<file path="src/rtl/hazard_ctrl.sv">
// hazard_ctrl: pipeline hazard unit for a five-stage in-order core.
// It drives stalls, bubbles and ALU operand forwarding, freezes the whole
// pipeline while a data-memory access is outstanding, and counts stalled
// fetch cycles.
// Build option: define HAZARD_FORWARDING_EN to enable operand forwarding.
// Without it, every in-flight register write that Decode depends on
// stalls Decode, and the forward selects stay at the register file.
module hazard_ctrl (
  input  logic        clk,
  input  logic        rst_n,
  input  logic [4:0]  Rs1D,
  input  logic [4:0]  Rs2D,
  input  logic [4:0]  Rs1E,
  input  logic [4:0]  Rs2E,
  input  logic [4:0]  RdE,
  input  logic [4:0]  RdM,
  input  logic [4:0]  RdW,
  input  logic        RegWriteE,
  input  logic        RegWriteM,
  input  logic        RegWriteW,
  input  logic        ResultSrcE,
  input  logic        PCSrcE,
  input  logic        MemReqM,
  input  logic        MemReadyM,
  output logic        StallF,
  output logic        StallD,
  output logic        StallE,
  output logic        StallM,
  output logic        FlushD,
  output logic        FlushE,
  output logic        FlushW,
  output logic [1:0]  ForwardAE,
  output logic [1:0]  ForwardBE,
  output logic [31:0] StallCount
);

  typedef enum logic {
    RUN      = 1'b0,
    MEM_WAIT = 1'b1
  } state_t;

  state_t      state_r;
  logic [31:0] stall_count_r;
  logic        mem_freeze_s;
  logic        data_stall_s;

  // True when a non-zero destination matches either Decode source.
  function automatic logic dec_hit(input logic [4:0] rd,
                                   input logic [4:0] rs1,
                                   input logic [4:0] rs2);
    return (rd != 5'd0) && ((rd == rs1) || (rd == rs2));
  endfunction

  // Freeze starts in the very cycle of the miss and lasts until ready.
  assign mem_freeze_s = ~MemReadyM & (MemReqM | (state_r == MEM_WAIT));

`ifdef HAZARD_FORWARDING_EN
  logic unused_fwd_s;

  // Operand select: Memory result beats Writeback result; x0 never forwards.
  function automatic logic [1:0] fwd_sel(input logic [4:0] rs);
    if (RegWriteM && (RdM != 5'd0) && (RdM == rs)) begin
      return 2'b10;
    end else if (RegWriteW && (RdW != 5'd0) && (RdW == rs)) begin
      return 2'b01;
    end else begin
      return 2'b00;
    end
  endfunction

  // With forwarding, only a load result is still unavailable to Decode.
  assign data_stall_s = ResultSrcE & dec_hit(RdE, Rs1D, Rs2D);
  assign ForwardAE    = fwd_sel(Rs1E);
  assign ForwardBE    = fwd_sel(Rs2E);
  assign unused_fwd_s = RegWriteE;
`else
  logic unused_fwd_s;

  // Without forwarding, any pending write in Execute or Memory must retire
  // first; Writeback writes are visible through the register file.
  assign data_stall_s = (RegWriteE & dec_hit(RdE, Rs1D, Rs2D)) |
                        (RegWriteM & dec_hit(RdM, Rs1D, Rs2D));
  assign ForwardAE    = 2'b00;
  assign ForwardBE    = 2'b00;
  assign unused_fwd_s = ^{Rs1E, Rs2E, RdW, RegWriteW, ResultSrcE};
`endif

  // Prioritised stall/flush: memory freeze, then taken branch, then data hazard.
  always_comb begin
    StallF = 1'b0;
    StallD = 1'b0;
    StallE = 1'b0;
    StallM = 1'b0;
    FlushD = 1'b0;
    FlushE = 1'b0;
    FlushW = 1'b0;
    if (mem_freeze_s) begin
      StallF = 1'b1;
      StallD = 1'b1;
      StallE = 1'b1;
      StallM = 1'b1;
      FlushW = 1'b1;
    end else if (PCSrcE) begin
      FlushD = 1'b1;
      FlushE = 1'b1;
    end else if (data_stall_s) begin
      StallF = 1'b1;
      StallD = 1'b1;
      FlushE = 1'b1;
    end else begin
      StallF = 1'b0;
    end
  end

  // Memory wait tracker: enter on a miss, leave when memory reports ready.
  always_ff @(posedge clk or negedge rst_n) begin
    if (!rst_n) begin
      state_r <= RUN;
    end else begin
      case (state_r)
        RUN: begin
          if (MemReqM && !MemReadyM) begin
            state_r <= MEM_WAIT;
          end else begin
            state_r <= RUN;
          end
        end
        MEM_WAIT: begin
          if (MemReadyM) begin
            state_r <= RUN;
          end else begin
            state_r <= MEM_WAIT;
          end
        end
        default: state_r <= RUN;
      endcase
    end
  end

  // Stalled-fetch cycle counter; wraps naturally at 32 bits.
  always_ff @(posedge clk or negedge rst_n) begin
    if (!rst_n) begin
      stall_count_r <= 32'd0;
    end else if (StallF) begin
      stall_count_r <= stall_count_r + 32'd1;
    end else begin
      stall_count_r <= stall_count_r;
    end
  end

  assign StallCount = stall_count_r;

endmodule

</file>
<file path="config.mk">
export PLATFORM = sky130hd
export DESIGN_NAME = hazard_ctrl
export DESIGN_NICKNAME = d
export VERILOG_FILES = /design/src/rtl/hazard_ctrl.sv
export SDC_FILE = /design/constraint.sdc
export NUM_CORES = 1
export LEC_CHECK = 0
export ABC_AREA = 1
export BUFFER_PORTS_ARGS = -buffer_cell sky130_fd_sc_hd__buf_2
export CAP_MARGIN = 10
export CORE_MARGIN = 2
export CORE_UTILIZATION = 40
export CTS_BUF_LIST = sky130_fd_sc_hd__clkbuf_4
export CTS_CLUSTER_SIZE = 20
export DETAILED_ROUTE_END_ITERATION = 12
export GPL_ROUTABILITY_DRIVEN = 0
export SLEW_MARGIN = 30
export SYNTH_ARGS = -nofsm -noshare
export SYNTH_HDL_FRONTEND = slang
export SYNTH_SLANG_ARGS = --single-unit
export TNS_END_PERCENT = 30
</file>
<file path="constraint.sdc">
create_clock -name clk -period 1.9 [get_ports clk]
set_clock_uncertainty 0.05 [all_clocks]
set_input_delay 0.38 -clock clk [delete_from_list [all_inputs] [get_ports clk]]
set_output_delay 0.38 -clock clk [all_outputs]
set_load 0.02 [all_outputs]
</file>
==> results.md <==
* Total Power at 0.00181 W
* Setup CP Type: in -> out
* Io pins at 87
* Root Driver: clkbuf_4
* Final Critical Period at 1.80 ns
* IO buf count at 65
* Routed via count at 2963
* Initial antenna violation count at 0
* Clock buffer depth at 2
* Asr flop ratio synth at 100%
* Overflow after GRT at 0
* Synthesized cell area at 2790 um^2
* WL/cell at 12.7 um
* Min-Delay Path Class: in -> reg
* Post-synth EDFFs at 0
* CP endpoint kind: primary output
* CTS tree: yes
* Worst-path clk slew at 0.12 ns
* Worst endpoint required time at 1.47 ns
* Fmax at 557 MHz
* RSZ-0062 raised after global routing: yes
* Max Slew Vio Count at 0
* Pre-antenna DRT Iters at 5
* First-pass GRT wire length at 12.5 mm
* Post-synthesis sequential area ratio at 29.6%
* Final core utilization at 49.2%
* N_diodes at 0
* Core area at 6760 um^2
* CTS Buf Count at 5
* Area Overhead vs Synth at 19.3%
* Vias in the first global route at 2652
* Delay of the slowest cell on the worst path at 0.14 ns
* CP max-delay cell: nor2_1
* Die area at 7660 um^2
* Startpoint Class: primary input
* Power Dens Cells at 544 nW/um^2
* Cells after Synth at 445
* Cell mode on critical path: nand2_1
* Fillers at 744
* Post-CTS Setup Bufs at 0
* WHS Path Cells at 2
* Final Cycle Share at 94.5%
* CP Cell Sequence: buf_2 > inv_2 > nand2_1 > nand2_1 > nor2_1 > nand3_1 > nand2_1 > nand2_2 > nand2_1 > nand2_2 > nand2_2 > buf_4
* Syn avg cell area at 6.27 um^2
* DRT iter0 DRCs at 193
* # Max-Cap Violations at 0
* Worst EP arrival at 1.37 ns
* Post-Route WL at 7.57 mm
* Setup slack after layout at 0.104 ns
* Final #Nets at 559
* Starting Density at 41.3%
* VDD IR max at 0.386 mV
* Die X at 87.5 um
* Worst r2r path cells at 8
* Largest net degree at the start of global routing at 34
* Fraction of layout cells with a size suffix above 1 at 23.9%
* #FFs+latches synth at 33
* Main synth FF type: dfrtp_1
* Worst slack, placed at 0.0213 ns
* Max FO, Critical Path at 4
* All-Layer GR Usage at 20.7%
* Min Hold Slack at 0.134 ns
* Clock sinks at 33
* Detailed Place HPWL at 5.71 mm
* Clk_lat worst skew at 0.35 ns
* Outcome: finished, final reports clean
* Vias per inst at 4.98
* Leak pwr at 1.86 nW
* Die height at 87.5 um
* Final ANT Viol Nets at 0
* Fin. Hold Viols at 0
* DRC at 0
* Row count at 30
* YS warnings at 0
* Final setup fails at 0
* H-tree level count at 2
* Post-synthesis cell type count at 28
==> worst paths after layout <==
path	startpoint	to	slack, ns
worst max-delay path	RdM[1]	StallD	0.10
worst min register to register	state_r	state_r	0.46
min in group asynchronous	rst_n	StallCount[22]	0.46
max in group asynchronous	rst_n	StallCount[25]	1.15
worst max register to register	StallCount[1]	StallCount[16]	0.22
worst min-delay path	MemReadyM	state_r	0.13
==> through the flow <==
stage               TNS [ns]  instances  instance area [um^2]
detailed placement         0        586                  3220
CTS                        0        595                  3310
finish                     0        595                  3330
global route         -0.0910        595                  3330
global placement           0        586                  3220
floorplan                  0        448                  2810
==> report_power, final <==
| group | internal, W | switching, W | total (W) |
|---|---|---|---|
| registers | 0.000735 | 0.0000454 | 0.000780 |
| logic | 0.000167 | 0.000320 | 0.000487 |
| clock network | 0.000288 | 0.000255 | 0.000543 |
| total | 0.00119 | 0.000620 | 0.00181 |
==> cell usage after synthesis, types with 2 or more instances <==
master / n / area [um^2]
buf_2: 5 / 25.0
buf_4: 9 / 67.6
clkbuf_1: 3 / 11.3
clkinv_1: 2 / 7.51
dfrtp_1: 33 / 826
inv_1: 25 / 93.8
inv_2: 17 / 63.8
nand2_1: 163 / 612
nand2_2: 2 / 12.5
nand2_4: 2 / 22.5
nand3_1: 74 / 370
nand3_2: 2 / 20.0
nand3b_1: 10 / 75.1
nand4_1: 6 / 37.5
nor2_1: 47 / 176
nor2_2: 4 / 25.0
nor2_4: 3 / 33.8
nor3_1: 8 / 40.0
nor3_4: 2 / 32.5
o21ai_0: 2 / 10.0
xnor2_1: 8 / 70.1
xor2_1: 12 / 105
==> state kept, by name, summed over array words and instances (netlist names) <==
| signal | cells |
|---|---|
| StallCount | 32 |
| state_r | 1 |
==> cell families (layout without fill, tap and decap cells) <==
kind of cell,count (synthesis),after routing,share of synthesized area [%]
flops,33,33,29.6
other cells,1,4,0.134
fa+ha+maj,1,1,0.449
compound gates,3,3,0.583
xor+xnor,20,20,6.28
simple gates,324,324,52.6
buf+inv,63,130,10.3
==> repair_timing <==
| action | 4_1_cts | 5_1_grt |
|---|---|---|
| hold buffers | 1 | 0 |
| setup endpoints to repair | 0 | 3 |
| resized for setup | 0 | 8 |
| endpoints found under the hold margin | 33 | 0 |
==> cells in the final DEF (no fill, tap or decap), types with 2 or more instances in the layout <==
cell type	synthesis	final
inv_2	17	18
buf_2	5	62
nand2_2	2	5
nand4_1	6	6
inv_1	25	24
xor2_1	12	12
nor2_4	3	3
conb_1	1	4
nor3_4	2	2
nand3_1	74	74
xnor2_1	8	8
buf_12	0	2
nand3_2	2	2
buf_4	9	13
nand3b_1	10	10
clkinv_1	2	3
dfrtp_1	33	33
nand2_1	163	160
clkbuf_4	1	6
nor2_1	47	45
nand2_4	2	2
nor3_1	8	8
nor2_2	4	6
==> metal layers <==
layer  share of wire, %  up-vias  wire (um)  track usage (%)
met4                1.7        0        132             6.15
li1                   -     1542          -                -
met1                 49     1320       3710             29.7
met3                5.0       11        376             3.32
met5                  0        -          0                0
met2                 44       90       3350             32.0
==> layout make-up <==
cell class / count / area [um^2] / area share [%]
multi-input combinational: 352 / 1700 / 51.1
timing repair buffer: 78 / 458 / 13.8
tap: 80 / 100 / 3.01
sequential: 33 / 826 / 24.8
clock buffer: 6 / 45.0 / 1.35
inverter: 44 / 165 / 4.96
clock inverter: 2 / 33.8 / 1.02
==> critical path: cells and delay by family <==
| kind | cells | cell delay [ns] |
|---|---|---|
| buf+inv | 3 | 0.30 |
| simple gates | 9 | 0.69 |
Power figures use the tool's default switching activity.
